<file path="src/rtl/snes_dev_pkg.sv">
// Shared constants for the SNES/NES controller device: register map, CTRL bit
// positions, frame lengths and the frame builder that orders buttons on the wire.
package snes_dev_pkg;

  localparam logic [3:0] ADDR_BTN   = 4'h0;
  localparam logic [3:0] ADDR_EXT   = 4'h1;
  localparam logic [3:0] ADDR_CTRL  = 4'h2;
  localparam logic [3:0] ADDR_POLLS = 4'h3;
  localparam logic [3:0] ADDR_TURBO = 4'h4;

  localparam int CTRL_MODE_BIT = 0;
  localparam int CTRL_BUSY_BIT = 7;

  localparam logic [4:0] NES_FRAME_LEN  = 5'd8;
  localparam logic [4:0] SNES_FRAME_LEN = 5'd16;

  function automatic logic [4:0] frame_len(input logic snes);
    return snes ? SNES_FRAME_LEN : NES_FRAME_LEN;
  endfunction

  // Bit 15 leaves first; a 1 means pressed. Trailing positions are released.
  function automatic logic [15:0] build_frame(input logic snes, input logic [7:0] btn,
                                              input logic [3:0] ext);
    if (snes)
      return {btn[1], ext[2], btn[2], btn[3], btn[4], btn[5], btn[6], btn[7],
              btn[0], ext[3], ext[1], ext[0], 4'b0000};
    else
      return {btn[0], btn[1], btn[2], btn[3], btn[4], btn[5], btn[6], btn[7], 8'h00};
  endfunction

endpackage

</file>
<file path="src/rtl/snes_dev_shifter.sv">
// Console-facing serial engine: latch/clock edge detectors, 16-bit pressed-flag
// shift register and the saturating bit counter that drives busy.
module snes_dev_shifter
  import snes_dev_pkg::*;
(
  input  logic        clk,
  input  logic        rst_n,
  input  logic        latch_i,
  input  logic        cclk_i,
  input  logic        mode_i,
  input  logic [15:0] frame_i,
  output logic        serial_o,
  output logic        latch_fall_o,
  output logic        busy_o
);

  logic        latch_prev_q, latch_prev_d;
  logic        cclk_prev_q, cclk_prev_d;
  logic [15:0] shift_q, shift_d;
  logic [4:0]  cnt_q, cnt_d;
  logic        frame_mode_q, frame_mode_d;
  logic        active_q, active_d;
  logic        cclk_rise;
  logic [4:0]  len;

  assign latch_fall_o = latch_prev_q & ~latch_i;
  assign cclk_rise    = cclk_i & ~cclk_prev_q;
  assign len          = frame_len(frame_mode_q);

  always_comb begin
    latch_prev_d = latch_i;
    cclk_prev_d  = cclk_i;
    shift_d      = shift_q;
    cnt_d        = cnt_q;
    frame_mode_d = frame_mode_q;
    active_d     = active_q;
    if (latch_i) begin
      shift_d      = frame_i;
      cnt_d        = '0;
      frame_mode_d = mode_i;
      active_d     = 1'b0;
    end else begin
      if (latch_fall_o) active_d = 1'b1;
      if (cclk_rise) begin
        if (cnt_q != len) cnt_d = cnt_q + 5'd1;
        // Once the frame is exhausted the wire sits at "pressed", even in NES
        // mode where released padding would otherwise still be queued.
        shift_d = (cnt_d == len) ? '1 : {shift_q[14:0], 1'b1};
      end
    end
  end

  always_ff @(posedge clk or negedge rst_n) begin
    if (!rst_n) begin
      latch_prev_q <= 1'b0;
      cclk_prev_q  <= 1'b0;
      shift_q      <= '0;
      cnt_q        <= '0;
      frame_mode_q <= 1'b0;
      active_q     <= 1'b0;
    end else begin
      latch_prev_q <= latch_prev_d;
      cclk_prev_q  <= cclk_prev_d;
      shift_q      <= shift_d;
      cnt_q        <= cnt_d;
      frame_mode_q <= frame_mode_d;
      active_q     <= active_d;
    end
  end

  assign serial_o = shift_q[15];
  assign busy_o   = active_q & (cnt_q != len);

endmodule

</file>
<file path="src/rtl/tqvp_snes_device.sv">
// TinyQV peripheral emulating an NES/SNES controller from CPU button registers.
// Optional turbo register at 0x4 is built when SNES_DEVICE_TURBO_EN is defined.
module tqvp_snes_device
  import snes_dev_pkg::*;
(
  input  logic       clk,
  input  logic       rst_n,
  input  logic [7:0] ui_in,
  output logic [7:0] uo_out,
  input  logic [3:0] address,
  input  logic       data_write,
  input  logic [7:0] data_in,
  output logic [7:0] data_out
);

  logic [7:0]  btn_q, btn_d;
  logic [3:0]  ext_q, ext_d;
  logic        mode_q, mode_d;
  logic [7:0]  polls_q, polls_d;
  logic [7:0]  load_btn;
  logic [15:0] frame_load;
  logic        serial, latch_fall, busy;
  logic        unused_ui;
`ifdef SNES_DEVICE_TURBO_EN
  logic [7:0]  turbo_q, turbo_d;
  logic        phase_q, phase_d;
`endif

  always_comb begin
    btn_d  = btn_q;
    ext_d  = ext_q;
    mode_d = mode_q;
`ifdef SNES_DEVICE_TURBO_EN
    turbo_d = turbo_q;
    phase_d = phase_q ^ latch_fall;
`endif
    if (data_write) begin
      case (address)
        ADDR_BTN:   btn_d  = data_in;
        ADDR_EXT:   ext_d  = data_in[3:0];
        ADDR_CTRL:  mode_d = data_in[CTRL_MODE_BIT];
`ifdef SNES_DEVICE_TURBO_EN
        ADDR_TURBO: turbo_d = data_in;
`endif
        default: ;
      endcase
    end
    // A clear from the CPU wins over a coincident poll.
    if (data_write && (address == ADDR_POLLS)) polls_d = '0;
    else if (latch_fall)                       polls_d = polls_q + 8'd1;
    else                                       polls_d = polls_q;
  end

`ifdef SNES_DEVICE_TURBO_EN
  assign load_btn = btn_q & ~(turbo_q & {8{phase_q}});
`else
  assign load_btn = btn_q;
`endif
  assign frame_load = build_frame(mode_q, load_btn, ext_q);

  always_ff @(posedge clk or negedge rst_n) begin
    if (!rst_n) begin
      btn_q   <= '0;
      ext_q   <= '0;
      mode_q  <= 1'b0;
      polls_q <= '0;
`ifdef SNES_DEVICE_TURBO_EN
      turbo_q <= '0;
      phase_q <= 1'b0;
`endif
    end else begin
      btn_q   <= btn_d;
      ext_q   <= ext_d;
      mode_q  <= mode_d;
      polls_q <= polls_d;
`ifdef SNES_DEVICE_TURBO_EN
      turbo_q <= turbo_d;
      phase_q <= phase_d;
`endif
    end
  end

  snes_dev_shifter u_shifter (
    .clk         (clk),
    .rst_n       (rst_n),
    .latch_i     (ui_in[5]),
    .cclk_i      (ui_in[6]),
    .mode_i      (mode_q),
    .frame_i     (frame_load),
    .serial_o    (serial),
    .latch_fall_o(latch_fall),
    .busy_o      (busy)
  );

  always_comb begin
    data_out = '0;
    case (address)
      ADDR_BTN:   data_out = btn_q;
      ADDR_EXT:   data_out = {4'b0000, ext_q};
      ADDR_CTRL: begin
        data_out[CTRL_BUSY_BIT] = busy;
        data_out[CTRL_MODE_BIT] = mode_q;
      end
      ADDR_POLLS: data_out = polls_q;
`ifdef SNES_DEVICE_TURBO_EN
      ADDR_TURBO: data_out = turbo_q;
`endif
      default: ;
    endcase
  end

  // The wire is active-low: a pressed flag pulls it low.
  assign uo_out    = {6'b000000, ~serial, 1'b0};
  assign unused_ui = ^{ui_in[7], ui_in[4:0]};

endmodule

</file>
<file path="config.mk">
export PLATFORM = sky130hd
export DESIGN_NAME = tqvp_snes_device
export DESIGN_NICKNAME = d
export VERILOG_FILES = /design/src/rtl/snes_dev_pkg.sv /design/src/rtl/snes_dev_shifter.sv /design/src/rtl/tqvp_snes_device.sv
export SDC_FILE = /design/constraint.sdc
export NUM_CORES = 1
export LEC_CHECK = 0
export BUFFER_PORTS_ARGS = -buffer_cell sky130_fd_sc_hd__buf_2
export CAP_MARGIN = 20
export CORE_MARGIN = 10
export CORE_UTILIZATION = 35
export CTS_CLUSTER_SIZE = 8
export DETAILED_ROUTE_END_ITERATION = 7
export PLACE_DENSITY = 0.64
export SLEW_MARGIN = 20
export SYNTH_ARGS = -nofsm -noshare
export SYNTH_HDL_FRONTEND = slang
export SYNTH_HIERARCHICAL = 1
export SYNTH_SLANG_ARGS = --single-unit
</file>
<file path="constraint.sdc">
create_clock -name clk -period 2.55 [get_ports clk]
set_input_delay 0.1275 -clock clk [delete_from_list [all_inputs] [get_ports clk]]
set_output_delay 0.1275 -clock clk [all_outputs]
set_load 0.02 [all_outputs]
</file>
; Yosys cells after proc, flatten, opt, wreduce, memory -nomap -nowiden
; Cells that the tools add are included.
[word_totals]
ff_bits = 46
wordCells = 48
[classes]
muxes = 17
bitwise = 6
eq_ne = 5
n_reduce_logical = 8
n_addsub = 2
[ops]
columns = cell, n
row1 = $mux W16, 4
row2 = $mux W5, 6
row3 = $pmux W6 S3, 1
row4 = $mux W8, 2
row5 = $add A8 B1 Y8 const B, 1
row6 = $eq A4 B2 Y1 const B, 2
row7 = $reduce_and A2 Y1, 3
row8 = $reduce_bool A2 Y1, 3
row9 = $add A5 B1 Y5 const B, 1
row10 = $eq A5 B5 Y1, 1
row11 = $ne A5 B5 Y1, 1
row12 = $eq A4 B1 Y1 const B, 1
row13 = $logic_not A4 Y1, 1
row14 = $pmux W1 S4, 1
row15 = $and A1 B1 Y1, 3
row16 = $not A1 Y1, 3
row17 = $pmux W1 S3, 1
row18 = $mux W1, 2
row19 = $logic_and A1 B1 Y1, 1

; Logic depth before layout (Yosys ltp)
[depth]
ltp_word = 9
depth_mapped = 8

; Cells and area by module
; Netlist, hierarchy kept.
[modules_own_cells]
columns = mod, instances, area_per_inst_um2, cells_each
row1 = snes_dev_shifter, 1, 1403.8, 162
row2 = tqvp_snes_device, 1, 1179.9, 110

; Worst setup path after synthesis
; OpenSTA, ideal clock, no wires.
[synth_path]
kind = reg2reg
from = register u_shifter.cnt_q[0]
to = register u_shifter.shift_q[10]
setup_time_ns = 0.073
t_required_ns = 2.477
synth_period_minus_slack_ns = 1.915
path_stages_with_launch = 8
arrival_time_ns = 1.841
slack_ns = 0.635
cell_sequence = dfrtp_1 > ha_1 > and3b_2 > or4_4 > a31oi_4 > a21oi_4 > buf_12 > a21oi_2
[synth_via]
elab_chain_len = 8
[synth_lines]
columns = item, line
row1 = start: declaration, snes_dev_shifter.sv:20  ; logic [4:0] cnt_q, cnt_d;
row2 = start signal: assignment, snes_dev_shifter.sv:65  ; cnt_q <= cnt_d;
row3 = $add A5 B1 Y5 or $ne A5 B5 Y1 (tied branches), snes_dev_shifter.sv:45  ; if (cnt_q != len) cnt_d = cnt_q + 5'd1;
row4 = $mux W5 *, snes_dev_shifter.sv:45
row5 = $mux W5 *, snes_dev_shifter.sv:44  ; if (cclk_rise) begin
row6 = $mux W5 *, snes_dev_shifter.sv:37  ; if (latch_i) begin
row7 = $eq A5 B5 Y1 *, snes_dev_shifter.sv:48  ; shift_d = (cnt_d == len) ? '1 : {shift_q[14:0], 1'b1};
row8 = $mux W16 *, snes_dev_shifter.sv:48
row9 = $mux W16 *, snes_dev_shifter.sv:44
row10 = $mux W16 *, snes_dev_shifter.sv:37
row11 = end signal: assignment, snes_dev_shifter.sv:64  ; shift_q <= shift_d;
row12 = end: declaration, snes_dev_shifter.sv:19  ; logic [15:0] shift_q, shift_d;
; Mark *: on every way between the ends. The rest lies on a longest branch, timed or not. The select of a mux whose other input is x is not followed.
; A chain may end at the register's enable or synchronous reset.

; Worst setup path after layout
[layout_path]
from = register u_shifter.cnt_q[0]
to = register u_shifter.shift_q[2]
; The elaborated chain is that of the path after synthesis.

==> reports/qor.yml <==
logic_synthesis:
  synth.avg_cell_area_um2: 9.50
  async_flop_share_pct: 100
  netlist_area_um2: 2580
  muxShareOfSynthArea_pct: 10.2
  synthDistinctLibCells: 46
  synth_edf_count: 0
  synth_top_area_cell: "dfrtp_1"
  synth-seq-area-share_pct: 44.6
  synth_fa_ha_area_share_pct: 1.45
  ys.flop_type: "dfrtp_1"
  synth-compound-area-share_pct: 14.9
  netlist.area_leader.share_pct: 44.6
  synth_top_family_by_area: "simple AND/OR/NAND/NOR gates"
  synth_xor_area_share_pct: 2.37
  synth_area_leaders: "dfrtp_1 (45%), nor2_1 (7.7%), mux2_2 (7.4%)"
  ys_warn_count: 6
  synthesis.instances: 272
  ys_ff_latch: 46
  synth_simple_gate_area_share_pct: 18.3
layout:
  diodes: 0
  post-route-util_pct: 39.7
  multiInputGateArea_um2: 1260
  drive_above_1_share_pct: 24.5
  fillers: 757
  area_growth_pct: 10.8
  fin_nets: 323
  seq_area_um2: 1150
status:
  status: "complete, no violations"
sta:
  finalMaxSlewViolations: 0
  rsz0062_at_grt: "false"
  holdWs_ps: 53.4
  fin_skew_ps: 14.5
  hold_violations: 0
  worst_pin_slew_ps: 739
  fin_ws_ps: 377
  period_share_pct: 85.2
  relSlewSlack_pct: 50.5
  setup_violations: 0
  period_needed_ps: 2170
  fin_tns_setup_ps: 0
  fmax_ghz: 0.460
hold_path:
  worstHoldPathType: "in -> reg"
pwr:
  cellLeakagePower_nw: 1.28
  max-vdd-ir-drop_v: 0.000249
  power_density_nw_per_um2: 650
  p_int_mw: 1.26
  seqPwrFrac_pct: 53.4
  p_sw_share_pct: 32.5
  switchingPower_mw: 0.604
  clkPwrFrac_pct: 24.3
  combPwrFrac_pct: 22.3
placed_design:
  post-place-ws_ps: 346
  gp_congestion: 0.767
  io_buffers: 25
  place_hpwl_um: 3810
detailed_routing:
  drtIter0Drc: 84
  ant_nets: 0
  wl_per_cell_um: 13.5
  drtPass1Iterations: 4
  route.detailed.drc: 0
  routed_wl_um: 5350
  vias: 1889
  avgViaCountPerCell: 4.76
cts:
  clockBufferDepth: 2
  cts_tree: "built"
  clkTransAtPathRegs_ps: 90
  numCtsBuffers: 5
  clkLatencyLatePin_ps: 300
  clock_sinks: 46
  cts-htree-levels: 2
  cts_resized: 0
  root_buffer: "clkbuf_8"
floorplanning:
  ioPinCount: 39
  die_w_um: 106
  design.core.area_um2: 7210
  fp-row-count: 31
  dieHeight_um: 106
  die_area_um2: 11200
  initial_core_util_pct: 35.8
global_route:
  grt.total_usage_pct: 9.61
  grt_max_degree: 42
  grt_pass1_vias: 1827
  grt_pass1_wl_um: 8980
  overflow: 0
  antenna_found_initial: 0
critical_path:
  cp-start-kind: "flop"
  cp_data_required_time_ps: 2720
  critPathMaxFanout: 15
  arrival_ps: 2340
  criticalPathCategory: "reg -> reg"
  endpoint_kind: "flop"
run:
  drv_cap: 0
kinds of logic (layout without fill, tap and decap cells):
group,count (synthesis),in the layout
other,1,11
multiplexers,23,23
AO/OA/AOI/OAI,55,55
XOR/XNOR,7,7
buffers and inverters,41,57
AND/OR/NAND/NOR,96,96
flip-flops,46,46
adder cells (fa/ha/maj),3,3
sequential cells by signal (all words and copies together), names as in the netlist:
| register | flops |
|---|---|
| u_shifter/latch_prev_q | 1 |
| u_shifter/cnt_q | 5 |
| btn_q | 8 |
| ext_q | 4 |
| u_shifter/cclk_prev_q | 1 |
| u_shifter/frame_mode_q | 1 |
| u_shifter/active_q | 1 |
| mode_q | 1 |
| u_shifter/shift_q | 16 |
| polls_q | 8 |
placed cells by master, fill, tap and decap left out, drive strengths merged:
cell / Yosys / layout
o311a: 1 / 1
and3b: 2 / 2
or3b: 2 / 2
a2bb2oi: 3 / 3
conb: 1 / 11
or2: 1 / 1
mux4: 1 / 1
dlygate4sd3: 0 / 2
a31oi: 1 / 1
mux2i: 5 / 5
nand2b: 2 / 2
and2: 5 / 5
a21boi: 1 / 1
o31ai: 1 / 1
dfrtp: 46 / 46
nor3b: 2 / 2
o21ai: 5 / 5
and3: 1 / 1
o2111ai: 1 / 1
a22oi: 4 / 4
or4: 2 / 2
a21oi: 36 / 36
nor3: 2 / 2
nand4: 5 / 5
or3: 2 / 2
nand4b: 1 / 1
nor2: 53 / 53
xnor2: 2 / 2
o211a: 1 / 1
mux2: 17 / 17
inv: 19 / 20
o22a: 1 / 1
buf: 15 / 28
nand2: 12 / 12
clkinv: 0 / 2
xor2: 5 / 5
nor2b: 4 / 4
ha: 3 / 3
clkbuf: 7 / 5
cells in the mapped netlist, types with 2 or more instances:
master	n
nor2_1	53
dfrtp_1	46
a21oi_1	25
inv_1	19
mux2_2	17
nand2_1	12
a21oi_2	10
buf_4	7
clkbuf_1	7
and2_1	5
mux2i_1	5
nand4_1	5
o21ai_0	5
xor2_1	5
a22oi_1	4
buf_2	4
nor2b_1	4
a2bb2oi_1	3
ha_1	3
buf_1	2
nand2b_1	2
nor3b_1	2
or3_1	2
or3b_4	2
xnor2_1	2
per-layer routing:
layer | vias up | GRT usage [%] | routed length, um | part of all wire [%]
li1 | 946 | - | - | -
met1 | 906 | 12.0 | 2510 | 47
met2 | 30 | 15.5 | 2500 | 47
met3 | 7 | 2.84 | 259 | 4.8
met4 | 0 | 3.29 | 74 | 1.4
met5 | - | 0 | 0 | 0
worst max-delay path, stage by stage, from the launching register on:
cell and delay [ps]:
dfrtp_1 430, ha_1 300, and3b_2 240, o2111ai_1 260
a31oi_4 140, a21oi_4 520, a21oi_1 150
path summary, 6_finish.rpt:
check                      slack [ps]  cells after the start                   start                   end
max                               380                      6      u_shifter/cnt_q[0]  u_shifter/shift_q[2]
min                                50                      2              data_in[5]              btn_q[5]
max reg2reg                       380                      6      u_shifter/cnt_q[0]  u_shifter/shift_q[2]
min reg2reg                       500                      2  u_shifter/latch_prev_q    u_shifter/active_q
max in group asynchronous        1460                      3                   rst_n  u_shifter/shift_q[8]
min in group asynchronous         340                      2                   rst_n  u_shifter/shift_q[2]
power by group through the flow:
stage          Combinational, mW  Sequential (mW)  Clock [mW]
2_1_floorplan              0.341            0.964           0
3_3_place_gp               0.407             1.00           0
3_5_place_dp               0.419             1.01           0
4_1_cts                    0.423            0.993       0.470
5_1_grt                    0.478             1.01       0.492
6_report                   0.415            0.993       0.451
through the flow:
stage | instance area (um^2) | std cells | power (mW)
3_5_place_dp | 2760 | 387 | 1.43
3_3_place_gp | 2760 | 387 | 1.41
6_report | 2860 | 397 | 1.86
4_1_cts | 2860 | 397 | 1.89
5_1_grt | 2860 | 397 | 1.98
2_1_floorplan | 2620 | 282 | 1.31
what timing repair did:
action	4_1_cts	5_1_grt
endpoints found under the hold margin	22	0
buffers inserted	0	0
hold buffers	2	0
layout make-up:
type,instances,area share (%)
Tap cell,99,4.33
Clock buffer,5,2.40
Multi-Input combinational cell,195,44.1
Timing Repair Buffer,30,5.86
Clock inverter,3,0.656
Sequential cell,46,40.2
Inverter,19,2.49
Power figures use the tool's default switching activity.
